$ cat src/rtl/ft245_sync_bridge.sv
// FPGA-side responder for the FT232H synchronous 245 FIFO bus.
// Buffers host->core (TX) and core->host (RX) bytes and arbitrates FT read/write bursts.
module ft245_sync_bridge #(
  parameter int unsigned TX_AW     = 4,
  parameter int unsigned RX_AW     = 4,
  parameter int unsigned MAX_BURST = 32
) (
  input  logic       clk,
  input  logic       rst_n,
  input  logic [7:0] ft_data_i,
  output logic [7:0] ft_data_o,
  output logic       ft_data_oe,
  input  logic       ft_rxf_n,
  input  logic       ft_txe_n,
  output logic       ft_rd_n,
  output logic       ft_wr_n,
  output logic       ft_oe_n,
  output logic       tx_fifo_rdy,
  input  logic       tx_fifo_rd,
  output logic [7:0] tx_data,
  output logic       rx_fifo_rdy,
  input  logic       rx_fifo_wr,
  input  logic [7:0] rx_data,
  output logic       err_o
);

  localparam int unsigned TxDepth = 1 << TX_AW;
  localparam int unsigned RxDepth = 1 << RX_AW;
  localparam logic [TX_AW:0] TxFull      = {1'b1, {TX_AW{1'b0}}};
  localparam logic [RX_AW:0] RxFull      = {1'b1, {RX_AW{1'b0}}};
  localparam logic [TX_AW:0] RdStartFree = (TX_AW+1)'(3);
  localparam logic [TX_AW:0] RdStopFree  = (TX_AW+1)'(2);
  localparam logic [7:0]     BurstMax    = 8'(MAX_BURST);

  localparam logic [2:0] StIdle  = 3'd0;
  localparam logic [2:0] StRdOe  = 3'd1;
  localparam logic [2:0] StRd    = 3'd2;
  localparam logic [2:0] StRdEnd = 3'd3;
  localparam logic [2:0] StWr    = 3'd4;

  logic [2:0]       state_q, state_d;
  logic             prio_wr_q, prio_wr_d;
  logic [7:0]       burst_q, burst_d;
  logic             txe_hi_q, txe_hi_d;
  logic             err_q, err_d;
  logic             tx_rdy_q, rx_rdy_q;
  logic [7:0]       tx_data_q;

  logic [7:0]       tx_mem [TxDepth];
  logic [TX_AW-1:0] tx_wp_q, tx_rp_q;
  logic [TX_AW:0]   tx_cnt_q, tx_cnt_d;
  logic [7:0]       rx_mem [RxDepth];
  logic [RX_AW-1:0] rx_wp_q, rx_rp_q;
  logic [RX_AW:0]   rx_cnt_q, rx_cnt_d;

  logic             tx_push, tx_pop, rx_push, rx_pop;
  logic             rd_ok, wr_ok;
  logic [TX_AW:0]   tx_free_q, tx_free_d;

  // RD_END still captures a byte presented with RXF# low: the free>=2 margin covers it.
  assign tx_push = ((state_q == StRd) || (state_q == StRdEnd)) && !ft_rxf_n;
  assign tx_pop  = tx_fifo_rd && tx_rdy_q;
  assign rx_push = rx_fifo_wr && rx_rdy_q;
  assign rx_pop  = (state_q == StWr) && !ft_txe_n && !ft_wr_n;

  assign tx_cnt_d  = tx_cnt_q + (TX_AW+1)'(tx_push) - (TX_AW+1)'(tx_pop);
  assign rx_cnt_d  = rx_cnt_q + (RX_AW+1)'(rx_push) - (RX_AW+1)'(rx_pop);
  assign tx_free_q = TxFull - tx_cnt_q;
  assign tx_free_d = TxFull - tx_cnt_d;

  assign rd_ok = !ft_rxf_n && (tx_free_q >= RdStartFree);
  assign wr_ok = !ft_txe_n && (rx_cnt_q != '0);

  always_comb begin
    state_d   = state_q;
    prio_wr_d = prio_wr_q;
    burst_d   = burst_q;
    txe_hi_d  = 1'b0;
    case (state_q)
      StIdle: begin
        burst_d = 8'd0;
        if (rd_ok && (!wr_ok || !prio_wr_q)) begin
          state_d = StRdOe;
        end else if (wr_ok) begin
          state_d = StWr;
        end
      end
      StRdOe: state_d = StRd;
      StRd: begin
        burst_d = burst_q + 8'(tx_push);
        if (ft_rxf_n || (tx_free_d <= RdStopFree) || (burst_d == BurstMax)) begin
          state_d = StRdEnd;
        end
      end
      StRdEnd: begin
        state_d   = StIdle;
        prio_wr_d = 1'b1;
      end
      StWr: begin
        burst_d  = burst_q + 8'(rx_pop);
        txe_hi_d = ft_txe_n;
        // Leave after two consecutive TXE# high cycles so reads are not starved.
        if ((rx_cnt_d == '0) || (ft_txe_n && txe_hi_q) || (burst_d == BurstMax)) begin
          state_d   = StIdle;
          prio_wr_d = 1'b0;
        end
      end
      default: state_d = StIdle;
    endcase
  end

  assign err_d = err_q | (tx_fifo_rd & ~tx_rdy_q) | (rx_fifo_wr & ~rx_rdy_q);

  always_ff @(posedge clk or negedge rst_n) begin
    if (!rst_n) begin
      state_q   <= StIdle;
      prio_wr_q <= 1'b0;
      burst_q   <= 8'd0;
      txe_hi_q  <= 1'b0;
      err_q     <= 1'b0;
      tx_rdy_q  <= 1'b0;
      rx_rdy_q  <= 1'b1;
      tx_data_q <= 8'h00;
      tx_wp_q   <= '0;
      tx_rp_q   <= '0;
      tx_cnt_q  <= '0;
      rx_wp_q   <= '0;
      rx_rp_q   <= '0;
      rx_cnt_q  <= '0;
    end else begin
      state_q   <= state_d;
      prio_wr_q <= prio_wr_d;
      burst_q   <= burst_d;
      txe_hi_q  <= txe_hi_d;
      err_q     <= err_d;
      tx_rdy_q  <= (tx_cnt_d != '0);
      rx_rdy_q  <= (rx_cnt_d != RxFull);
      tx_cnt_q  <= tx_cnt_d;
      rx_cnt_q  <= rx_cnt_d;
      if (tx_pop) begin
        tx_data_q <= tx_mem[tx_rp_q];
        tx_rp_q   <= tx_rp_q + TX_AW'(1);
      end
      if (tx_push) tx_wp_q <= tx_wp_q + TX_AW'(1);
      if (rx_push) rx_wp_q <= rx_wp_q + RX_AW'(1);
      if (rx_pop)  rx_rp_q <= rx_rp_q + RX_AW'(1);
    end
  end

  always_ff @(posedge clk) begin
    if (tx_push) tx_mem[tx_wp_q] <= ft_data_i;
    if (rx_push) rx_mem[rx_wp_q] <= rx_data;
  end

  // Strobes decode straight from the state register so reset releases the bus at once.
  assign ft_oe_n     = !((state_q == StRdOe) || (state_q == StRd) || (state_q == StRdEnd));
  assign ft_rd_n     = (state_q != StRd);
  assign ft_wr_n     = !((state_q == StWr) && (rx_cnt_q != '0));
  assign ft_data_oe  = (state_q == StWr);
  assign ft_data_o   = (state_q == StWr) ? rx_mem[rx_rp_q] : 8'h00;
  assign tx_fifo_rdy = tx_rdy_q;
  assign rx_fifo_rdy = rx_rdy_q;
  assign tx_data     = tx_data_q;
  assign err_o       = err_q;

endmodule

$ cat config.mk
export PLATFORM = sky130hd
export DESIGN_NAME = ft245_sync_bridge
export DESIGN_NICKNAME = d
export VERILOG_FILES = /design/src/rtl/ft245_sync_bridge.sv
export SDC_FILE = /design/constraint.sdc
export NUM_CORES = 1
export LEC_CHECK = 0
export ABC_AREA = 0
export ABC_CLOCK_PERIOD_IN_PS = 9900
export CAP_MARGIN = 20
export CORE_ASPECT_RATIO = 0.75
export CORE_MARGIN = 5
export CORE_UTILIZATION = 45
export CTS_BUF_LIST = sky130_fd_sc_hd__clkbuf_16
export DETAILED_ROUTE_END_ITERATION = 10
export HOLD_SLACK_MARGIN = 0.06
export PLACE_DENSITY_LB_ADDON = 0.3
export RECOVER_POWER = 100
export SYNTH_ARGS = -nofsm -noshare
export SYNTH_HDL_FRONTEND = slang
export SYNTH_SLANG_ARGS = --single-unit
$ cat constraint.sdc
create_clock -name clk -period 9.9 [get_ports clk]
set_input_delay 1.485 -clock clk [delete_from_list [all_inputs] [get_ports clk]]
set_output_delay 1.485 -clock clk [all_outputs]
set_load 0.02 [all_outputs]
==> metrics.md, run 1 <==
| Metric | Value |
|---|---|
| CTS buffer count | `31` |
| RSZ-0062 raised after global routing | `false` |
| # setup viols final | `0` |
| VDD IR max | `158 uV` |
| Fin Hold WS | `0.501 ns` |
| PostCTS Resize Cnt | `0` |
| Req. time, crit path | `8.42 ns` |
| Total GRT Usage | `16.6%` |
| Critical Path Max Stage Delay | `2.07 ns` |
| Drt first pass iters | `5` |
| CTS root buf | `clkbuf_16` |
| Clock sink total | `306` |
| GRT overflow | `0` |
| IO Count | `45` |
| Vias in the first global route | `6794` |
| Cells after synthesis | `719` |
| Skew-Pair Late Insertion Delay | `0.56 ns` |
| Reg2reg start | `state_q[2]` |
| R2R setup slack | `5.50 ns` |
| Detail Placement HPWL | `17800 um` |
| Drt first-iter violations | `626` |
| Measured slew at the worst slew-check pin | `2.96 ns` |
| Hold Crit Class | `register to register` |
| Final Core Density | `51.5%` |
| Routed length per instance | `22.8 um` |
| DIE AREA | `32800 um^2` |
| Max cap viols | `2` |
| Synth warn | `0` |
| CTS H-Tree Depth | `1` |
| WS Path Type | `register to primary output` |
| Design area | `14900 um^2` |
| Post-cts hold buffer count | `0` |
| Initial antenna violation count | `0` |
| Status | `finished with violations` |
| Crit path DAT | `5.13 ns` |
| Core Box Area | `28900 um^2` |
| Synth Cell Area | `13100 um^2` |
| CP startpoint | `rx_rp_q[0]` |
| Synth cell types | `66` |
| Leak | `5.18 nW` |
| First-pass GRT wire length | `41800 um` |
| Primary FF master, synth | `edfxtp_1` |
| CTS tree | `yes` |
| Clock transition at path regs | `0.06 ns` |
| R2R Path End | `state_q[2]` |
| Postcts setup bufs | `0` |
| Async SR Flop Fraction | `16.3%` |
| N_diodes | `0` |
| Max_slew headroom | `-97.1%` |
| FP Rows | `54` |
| Flops & latches, synth | `306` |
| Critical Path Sink Type | `primary output` |
| # DRC | `0` |
| Worst path cell trace | `clkbuf_1 > mux4_2 > mux4_2 > and2_1 > dlygate4sd3_1` |
| CP max-delay cell | `clkbuf_1` |
| Initial Utilization | `45.5%` |
| Worst setup SP type | `register` |
| Power Density | `284 nW/um^2` |
| Placed inst area | `13900 um^2` |
| Fin crit share | `66.8%` |
| Setup Skew | `0.0120 ns` |
| Nets | `826` |
| Commonest non-fill, non-tap cell in the layout | `edfxtp_1` |
| EDFF count, synth | `256` |
| Area delta synth->final | `13.2%` |
| Top cell by count, worst path | `mux4_2` |
| Longest Clk Path Bufs | `3` |
| Min Tclk post-route | `6.62 ns` |
| R2R depth | `13` |
| Largest net degree at the start of global routing | `51` |
| Share of cells above drive strength 1 | `14.7%` |
| DR vias | `6682` |
| Die width | `207 um` |
| Vias per cell | `5.63` |
| Fmax | `151 MHz` |
| Crit path capture | `ft_data_o[1]` |
| Sequential fraction of the synthesis area | `68.0%` |
| Mean area per synthesized cell | `18.3 um^2` |
| Setup TNS | `0 ns` |
| Syn_nets | `775` |
| Routability cong. | `0.886` |
| Final Hold Fails | `0` |
| Commonest cells after routing, fill and taps aside | `edfxtp_1, mux4_2, dfrtp_1` |
| Die height | `158 um` |
| Failing checks | `capacitance limit, slew limit` |
| CP max FO | `35` |
| Pins Over Slew Limit | `87` |
| Antenna Nets Post-Route | `0` |
| Total wire length | `27100 um` |
| I/O Buffers | `44` |
-- cells by family (layout without fill, tap and decap cells) --
| group | after synthesis | after routing | share of synthesized area, % |
|---|---|---|---|
| xor+xnor | 21 | 21 | 1.40 |
| fa+ha+maj | 34 | 34 | 3.35 |
| mux | 93 | 93 | 15.6 |
| compound gates | 57 | 57 | 2.91 |
| simple gates | 146 | 146 | 6.32 |
| flops | 306 | 306 | 68.0 |
| buf+inv | 62 | 138 | 2.39 |
-- flip-flops by register name (all words and copies together), names as in the netlist --
name and count:
tx_mem 128, err_o 1, rx_wp_q 4, rx_cnt_q 5, tx_cnt_q 5, txe_hi_q 1, tx_fifo_rdy 1, burst_q 8
rx_rp_q 4, tx_wp_q 4, prio_wr_q 1, tx_data 8, tx_rp_q 4, rx_mem 128, rx_fifo_rdy 1, state_q 3
-- synthesized netlist by cell type, types with 3 or more instances --
master    instances  area share (%)
nand3_1          11            0.42
nand4_1          10            0.48
dfrtp_1          49             9.3
buf_2             6            0.23
xnor2_1          16             1.1
buf_4             3            0.17
nor2_1           18            0.51
a31oi_1           5            0.24
o21ai_0           6            0.23
inv_2             3           0.086
ha_1             32             3.0
o21ai_1           7            0.27
nand2b_1          6            0.29
or3_1             3            0.14
a211o_1           3            0.20
xor2_1            5            0.33
mux2_4            8            0.91
nor3_1            8            0.30
clkbuf_1         16            0.46
nor2b_1           8            0.38
nor3b_1           3            0.17
a22oi_1           5            0.29
a21oi_1          11            0.42
inv_1            28            0.80
nand2_1          19            0.54
and2_1           37             1.8
mux4_1           21             4.2
and3_1           11            0.52
mux4_2           59              10
edfxtp_1        256              58
-- layer usage --
metal | track usage, % | up-vias | share of wire, %
met5 | 0 | - | 0
met4 | 2.99 | 0 | 1.5
met3 | 3.37 | 38 | 6.9
met2 | 25.2 | 228 | 46
met1 | 25.4 | 3441 | 46
li1 | - | 2975 | -
-- worst max-delay path: cells and delay by family (launching register included) --
kind	cells	cell delay [ns]
flops	1	0.34
buf+inv	2	2.71
mux	2	1.29
simple gates	1	0.18
-- power breakdown --
group,switching (mW),internal [mW]
Combinational,0.703,0.660
Sequential,0.166,1.56
Clock,0.481,0.651
Total,1.35,2.87
-- metrics by stage --
| stage | setup WS, ns | power, mW | instances |
|---|---|---|---|
| after floorplan | 5.58 | 2.74 | 719 |
| after detailed placement | 4.72 | 3.15 | 1128 |
| after CTS | 4.99 | 4.28 | 1186 |
| final | 3.28 | 4.22 | 1187 |
| after global routing | 2.78 | 4.45 | 1187 |
| after global placement | 4.93 | 3.08 | 1128 |
-- worst min-delay path by stage --
stage | start | endpoint | cells past startpoint
finish | tx_data[3] | tx_data[3] | 1
global route | tx_data[3] | tx_data[3] | 1
CTS | rx_wp_q[2] | rx_wp_q[2] | 1
detailed placement | rx_wp_q[2] | rx_wp_q[2] | 1
global placement | rx_wp_q[2] | rx_wp_q[2] | 1
floorplan | rx_wp_q[2] | rx_wp_q[2] | 1
-- layout make-up --
class	count	area (um^2)
fillers	2337	14000
flip-flops and latches	306	8940
multi-input cells	351	3860
clock buffers	31	776
well taps	392	490
repair buffers	49	478
clock inverters	27	223
inverters	31	116
Power figures use the tool's default switching activity.
==> run 2, diff against run 1 <==
- ABC_CLOCK_PERIOD_IN_PS: 9900 -> 5500
- clock period: 9.9 -> 5.5 ns (I/O delays scaled with it)
==> metrics.md, run 2 (synthesis gave the netlist of run 1 again) <==
| Metric | Value |
|---|---|
| Max cap viols | `2` |
| # setup viols final | `0` |
| Post-cts hold buffer count | `0` |
| Largest registers | `rx_mem (128), tx_mem (128)` |
| Antenna Nets Post-Route | `0` |
| DR vias | `6798` |
| Worst setup SP type | `register` |
| Setup slack after placement | `1.02 ns` |
| Pint | `5.17 mW` |
| GRT overflow | `0` |
| Total GRT Usage | `16.8%` |
| Hold Crit Class | `register to register` |
| # DRC | `0` |
| CP startpoint | `rx_rp_q[0]` |
| Switching portion of total power | `31.9%` |
| Drt first pass iters | `5` |
| Detail Placement HPWL | `18000 um` |
| Share of cells above drive strength 1 | `14.2%` |
| CTS H-Tree Depth | `1` |
| Routability cong. | `0.858` |
| Leak | `5.13 nW` |
| CTS root buf | `clkbuf_16` |
| Status | `finished with violations` |
| Comb pwr share | `32.6%` |
| Setup TNS | `0 ns` |
| Fmax | `208 MHz` |
| R2R Path End | `state_q[2]` |
| Initial Utilization | `45.5%` |
| Routed length per instance | `23.3 um` |
| Nets | `826` |
| Clock sink total | `306` |
| R2R setup slack | `1.11 ns` |
| Failing checks | `capacitance limit, slew limit` |
| Design area | `14800 um^2` |
| Req. time, crit path | `4.68 ns` |
| Vias per cell | `5.76` |
| Commonest non-fill, non-tap cell in the layout | `edfxtp_1` |
| IO Count | `45` |
| Commonest cells after routing, fill and taps aside | `edfxtp_1, mux4_2, dfrtp_1` |
| Design Power | `7.59 mW` |
| Min Tclk post-route | `4.81 ns` |
| Die width | `207 um` |
| Postcts setup bufs | `0` |
| Pins Over Slew Limit | `82` |
| Power Density | `511 nW/um^2` |
| Total wire length | `27500 um` |
| NetSw | `2.42 mW` |
| I/O Buffers | `44` |
| Fin crit share | `87.4%` |
| WS Path Type | `register to primary output` |
| Drt first-iter violations | `706` |
| Placed inst area | `13900 um^2` |
| Sequential cell fraction of total power | `41.0%` |
| FP Rows | `54` |
| Setup Skew | `0.0201 ns` |
| Core Box Area | `28900 um^2` |
| Vias in the first global route | `6915` |
| Reg2reg start | `state_q[2]` |
| Skew-Pair Late Insertion Delay | `0.55 ns` |
| Crit path capture | `ft_data_o[1]` |
| Final Core Density | `51.3%` |
| Die height | `158 um` |
| VDD IR max | `221 uV` |
| Clock transition at path regs | `0.06 ns` |
| CTS buffer count | `30` |
| Area delta synth->final | `12.9%` |
| Crit path DAT | `3.98 ns` |
| Measured slew at the worst slew-check pin | `2.71 ns` |
| RSZ-0062 raised after global routing | `false` |
| Longest Clk Path Bufs | `3` |
| Hold Path Origin | `tx_data[5]` |
| Largest net degree at the start of global routing | `51` |
| CTS tree | `yes` |
| Initial antenna violation count | `1` |
| CP max FO | `15` |
| DIE AREA | `32800 um^2` |
| Clock share of power | `26.4%` |
| Critical Path Sink Type | `primary output` |
| Worst Setup Slack, final | `0.694 ns` |
| Final Hold Fails | `0` |
| First-pass GRT wire length | `42500 um` |
| N_diodes | `0` |
| R2R depth | `13` |
| PostCTS Resize Cnt | `0` |
| Max_slew headroom | `-80.9%` |
run 2: cell types whose count changed in the layout (fill, tap and decap cells not counted), moves of 4 or more:
cell	delta
clkinv_2	-4
dlygate4sd3_1	-4
inv_1	-5
clkdlybuf4s50_1	+4
run 2: worst min-delay path by stage:
stage,end,slack [ns],cells past startpoint
after global routing,tx_data[5],0.51,1
after CTS,rx_cnt_q[4],0.41,2
after detailed placement,tx_data[5],0.50,1
after global placement,rx_wp_q[2],0.51,1
final,tx_data[5],0.49,1
after floorplan,rx_wp_q[2],0.48,1
run 2: per-stage QoR:
step           hold WS (ns)  cells
2_1_floorplan         0.482    719
3_3_place_gp          0.507   1129
3_5_place_dp          0.503   1129
4_1_cts               0.407   1180
5_1_grt               0.509   1181
6_report              0.490   1181
run 2: area by class of cell:
cell class	instances	area (um^2)
inverters	31	116
multi-input cells	351	3860
clock buffers	30	751
clock inverters	21	214
well taps	392	490
repair buffers	50	470
fillers	2345	14100
flip-flops and latches	306	8940
run 2: metal layers:
metal  up-vias  GRT usage [%]  share of wire, %
li1       2967              -                 -
met1      3582           25.9                47
met2       222           26.2                47
met3        27           2.46               5.4
met4         0           3.08               1.2
met5         -              0                 0
run 2: power groups by stage:
stage	Sequential (mW)	Combinational, mW	Clock (mW)
CTS	3.19	2.48	2.06
global route	3.16	2.67	2.16
detailed placement	3.23	2.48	0
global placement	3.20	2.36	0
floorplan	3.03	1.90	0
finish	3.11	2.47	2.01
run 2: worst max-delay path: stages (launching register included):
cell           delay [ns]
dfrtp_1              0.79
clkbuf_2             0.64
mux4_2               0.66
mux4_2               0.49
and2_1               0.20
dlygate4sd3_1        0.65
==> run 3, diff against run 2 <==
- CELL_PAD_IN_SITES_DETAIL_PLACEMENT: unset -> 1
- CELL_PAD_IN_SITES_GLOBAL_PLACEMENT: unset -> 1
- CORE_MARGIN: 5 -> 2
==> metrics.md, run 3 (synthesis gave the netlist of run 1 again) <==
| Metric | Value |
|---|---|
| Crit path DAT | `3.92 ns` |
| CP max-delay cell | `dfrtp_2` |
| Routed length per instance | `24.0 um` |
| Fmax | `211 MHz` |
| CTS H-Tree Depth | `1` |
| Req. time, crit path | `4.68 ns` |
| First-pass GRT wire length | `43800 um` |
| CP max FO | `23` |
| IO Count | `45` |
| VDD IR max | `294 uV` |
| Area delta synth->final | `13.5%` |
| CP startpoint | `rx_rp_q[0]` |
| Clock sink total | `306` |
| Comb pwr share | `30.1%` |
| Reg2reg start | `state_q[2]` |
| Share of cells above drive strength 1 | `14.8%` |
| CTS buffer count | `30` |
| Setup Skew | `0.0121 ns` |
| Postcts setup bufs | `0` |
| DIE AREA | `30600 um^2` |
| Multi-input gate area | `3860 um^2` |
| Min Tclk post-route | `4.74 ns` |
| WS Path Type | `register to primary output` |
| Pint | `5.27 mW` |
| Max cap viols | `1` |
| N_diodes | `0` |
| PostCTS Resize Cnt | `0` |
| Commonest non-fill, non-tap cell in the layout | `edfxtp_1` |
| Detail Placement HPWL | `18600 um` |
| Drt first-iter violations | `513` |
| Worst setup SP type | `register` |
| I/O Buffers | `44` |
| Fin crit share | `86.2%` |
| Die height | `152 um` |
| Routability cong. | `0.770` |
| Setup TNS | `0 ns` |
| Initial antenna violation count | `0` |
| DR vias | `6726` |
| Failing checks | `capacitance limit, slew limit` |
| Longest Clk Path Bufs | `3` |
| Critical Path Sink Type | `primary output` |
| Die width | `201 um` |
| Vias per cell | `5.68` |
| Crit path capture | `ft_data_o[1]` |
| CTS tree | `yes` |
| R2R setup slack | `0.86 ns` |
| Total wire length | `28400 um` |
| Critical Path Max Stage Delay | `0.87 ns` |
| Final Hold Fails | `0` |
| Worst path cell trace | `clkbuf_2 > mux4_2 > mux4_2 > and2_1 > dlygate4sd3_1` |
| Initial Utilization | `45.5%` |
| Core Box Area | `28900 um^2` |
| GRT overflow | `0` |
| R2R Path End | `state_q[2]` |
| Clock share of power | `27.9%` |
| Largest registers | `rx_mem (128), tx_mem (128)` |
| Measured slew at the worst slew-check pin | `3.17 ns` |
| Sequential cell fraction of total power | `42.1%` |
| Total GRT Usage | `18.8%` |
| R2R depth | `13` |
| Max_slew headroom | `-111%` |
| Clock transition at path regs | `0.06 ns` |
| Antenna Nets Post-Route | `0` |
| # setup viols final | `0` |
| Design Power | `7.68 mW` |
| Reg area | `8940 um^2` |
| Pins Over Slew Limit | `51` |
| Largest net degree at the start of global routing | `51` |
| Post-cts hold buffer count | `0` |
| Vias in the first global route | `7152` |
| FP Rows | `54` |
| Fill count | `2681` |
| Hold Crit Class | `register to register` |
| CTS root buf | `clkbuf_16` |
| Commonest cells after routing, fill and taps aside | `edfxtp_1, mux4_2, dfrtp_1` |
| Status | `finished with violations` |
| # DRC | `0` |
| Top cell by count, worst path | `mux4_2` |
| Leak | `5.18 nW` |
| Drt first pass iters | `5` |
| RSZ-0062 raised after global routing | `false` |
| NetSw | `2.41 mW` |
| Power Density | `514 nW/um^2` |
| Skew-Pair Late Insertion Delay | `0.56 ns` |
| Nets | `825` |
| Switching portion of total power | `31.4%` |
run 3: cell count changes in the layout (fill, tap and decap cells not counted), moves of 3 or more:
| cell | previous run | this run |
|---|---|---|
| clkinv_2 | 5 | 8 |
| dfrtp_2 | 0 | 3 |
| dfrtp_1 | 49 | 46 |
| buf_4 | 3 | 0 |
run 3: per-stage QoR:
| step | cells | area (um^2) | hold slack [ns] | util (%) | setup slack (ns) |
|---|---|---|---|---|---|
| 6_report | 1185 | 14900 | 0.479 | 51.6 | 0.758 |
| 5_1_grt | 1185 | 14900 | 0.518 | 51.6 | 0.490 |
| 4_1_cts | 1184 | 14900 | 0.427 | 51.7 | 0.950 |
| 2_1_floorplan | 719 | 13100 | 0.482 | - | 1.84 |
| 3_5_place_dp | 1128 | 13900 | 0.477 | 48.1 | 0.934 |
| 3_3_place_gp | 1128 | 13900 | 0.479 | 48.1 | 1.06 |
run 3: worst min path at each step:
stage,startpoint,endpoint,cells past startpoint
3_3_place_gp,err_o,err_o,2
5_1_grt,tx_data[1],tx_data[1],1
6_report,err_o,err_o,2
3_5_place_dp,err_o,err_o,2
2_1_floorplan,rx_wp_q[2],rx_wp_q[2],1
4_1_cts,rst_n,tx_data[4],2
run 3: critical path, delay by kind of cell (launching register included):
family | cells | cell delay [ns]
multiplexers | 2 | 1.09
AND/OR/NAND/NOR | 1 | 0.17
flip-flops | 1 | 0.87
buffers and inverters | 2 | 1.22
run 3: routing by layer:
metal | GRT usage [%] | part of all wire (%) | vias up | wire length, um
li1 | - | - | 2969 | -
met1 | 29.0 | 47 | 3552 | 13400
met2 | 28.9 | 46 | 171 | 13100
met3 | 2.68 | 5.2 | 34 | 1480
met4 | 3.71 | 1.7 | 0 | 489
met5 | 0 | 0 | - | 0
run 3: area by class of cell:
cell class / instances / area share, %
Sequential cell: 306 / 59.9
Clock inverter: 26 / 1.94
Timing Repair Buffer: 49 / 3.16
Tap cell: 392 / 3.29
Clock buffer: 30 / 5.03
Multi-Input combinational cell: 351 / 25.9
Inverter: 31 / 0.780
run 3: power by group through the flow:
| stage | clock network, mW | registers [mW] | logic, mW |
|---|---|---|---|
| after floorplan | 0 | 3.03 | 1.90 |
| after global placement | 0 | 3.32 | 2.21 |
| after detailed placement | 0 | 3.35 | 2.31 |
| after CTS | 2.19 | 3.30 | 2.33 |
| after global routing | 2.25 | 3.29 | 2.52 |
| final | 2.14 | 3.23 | 2.31 |
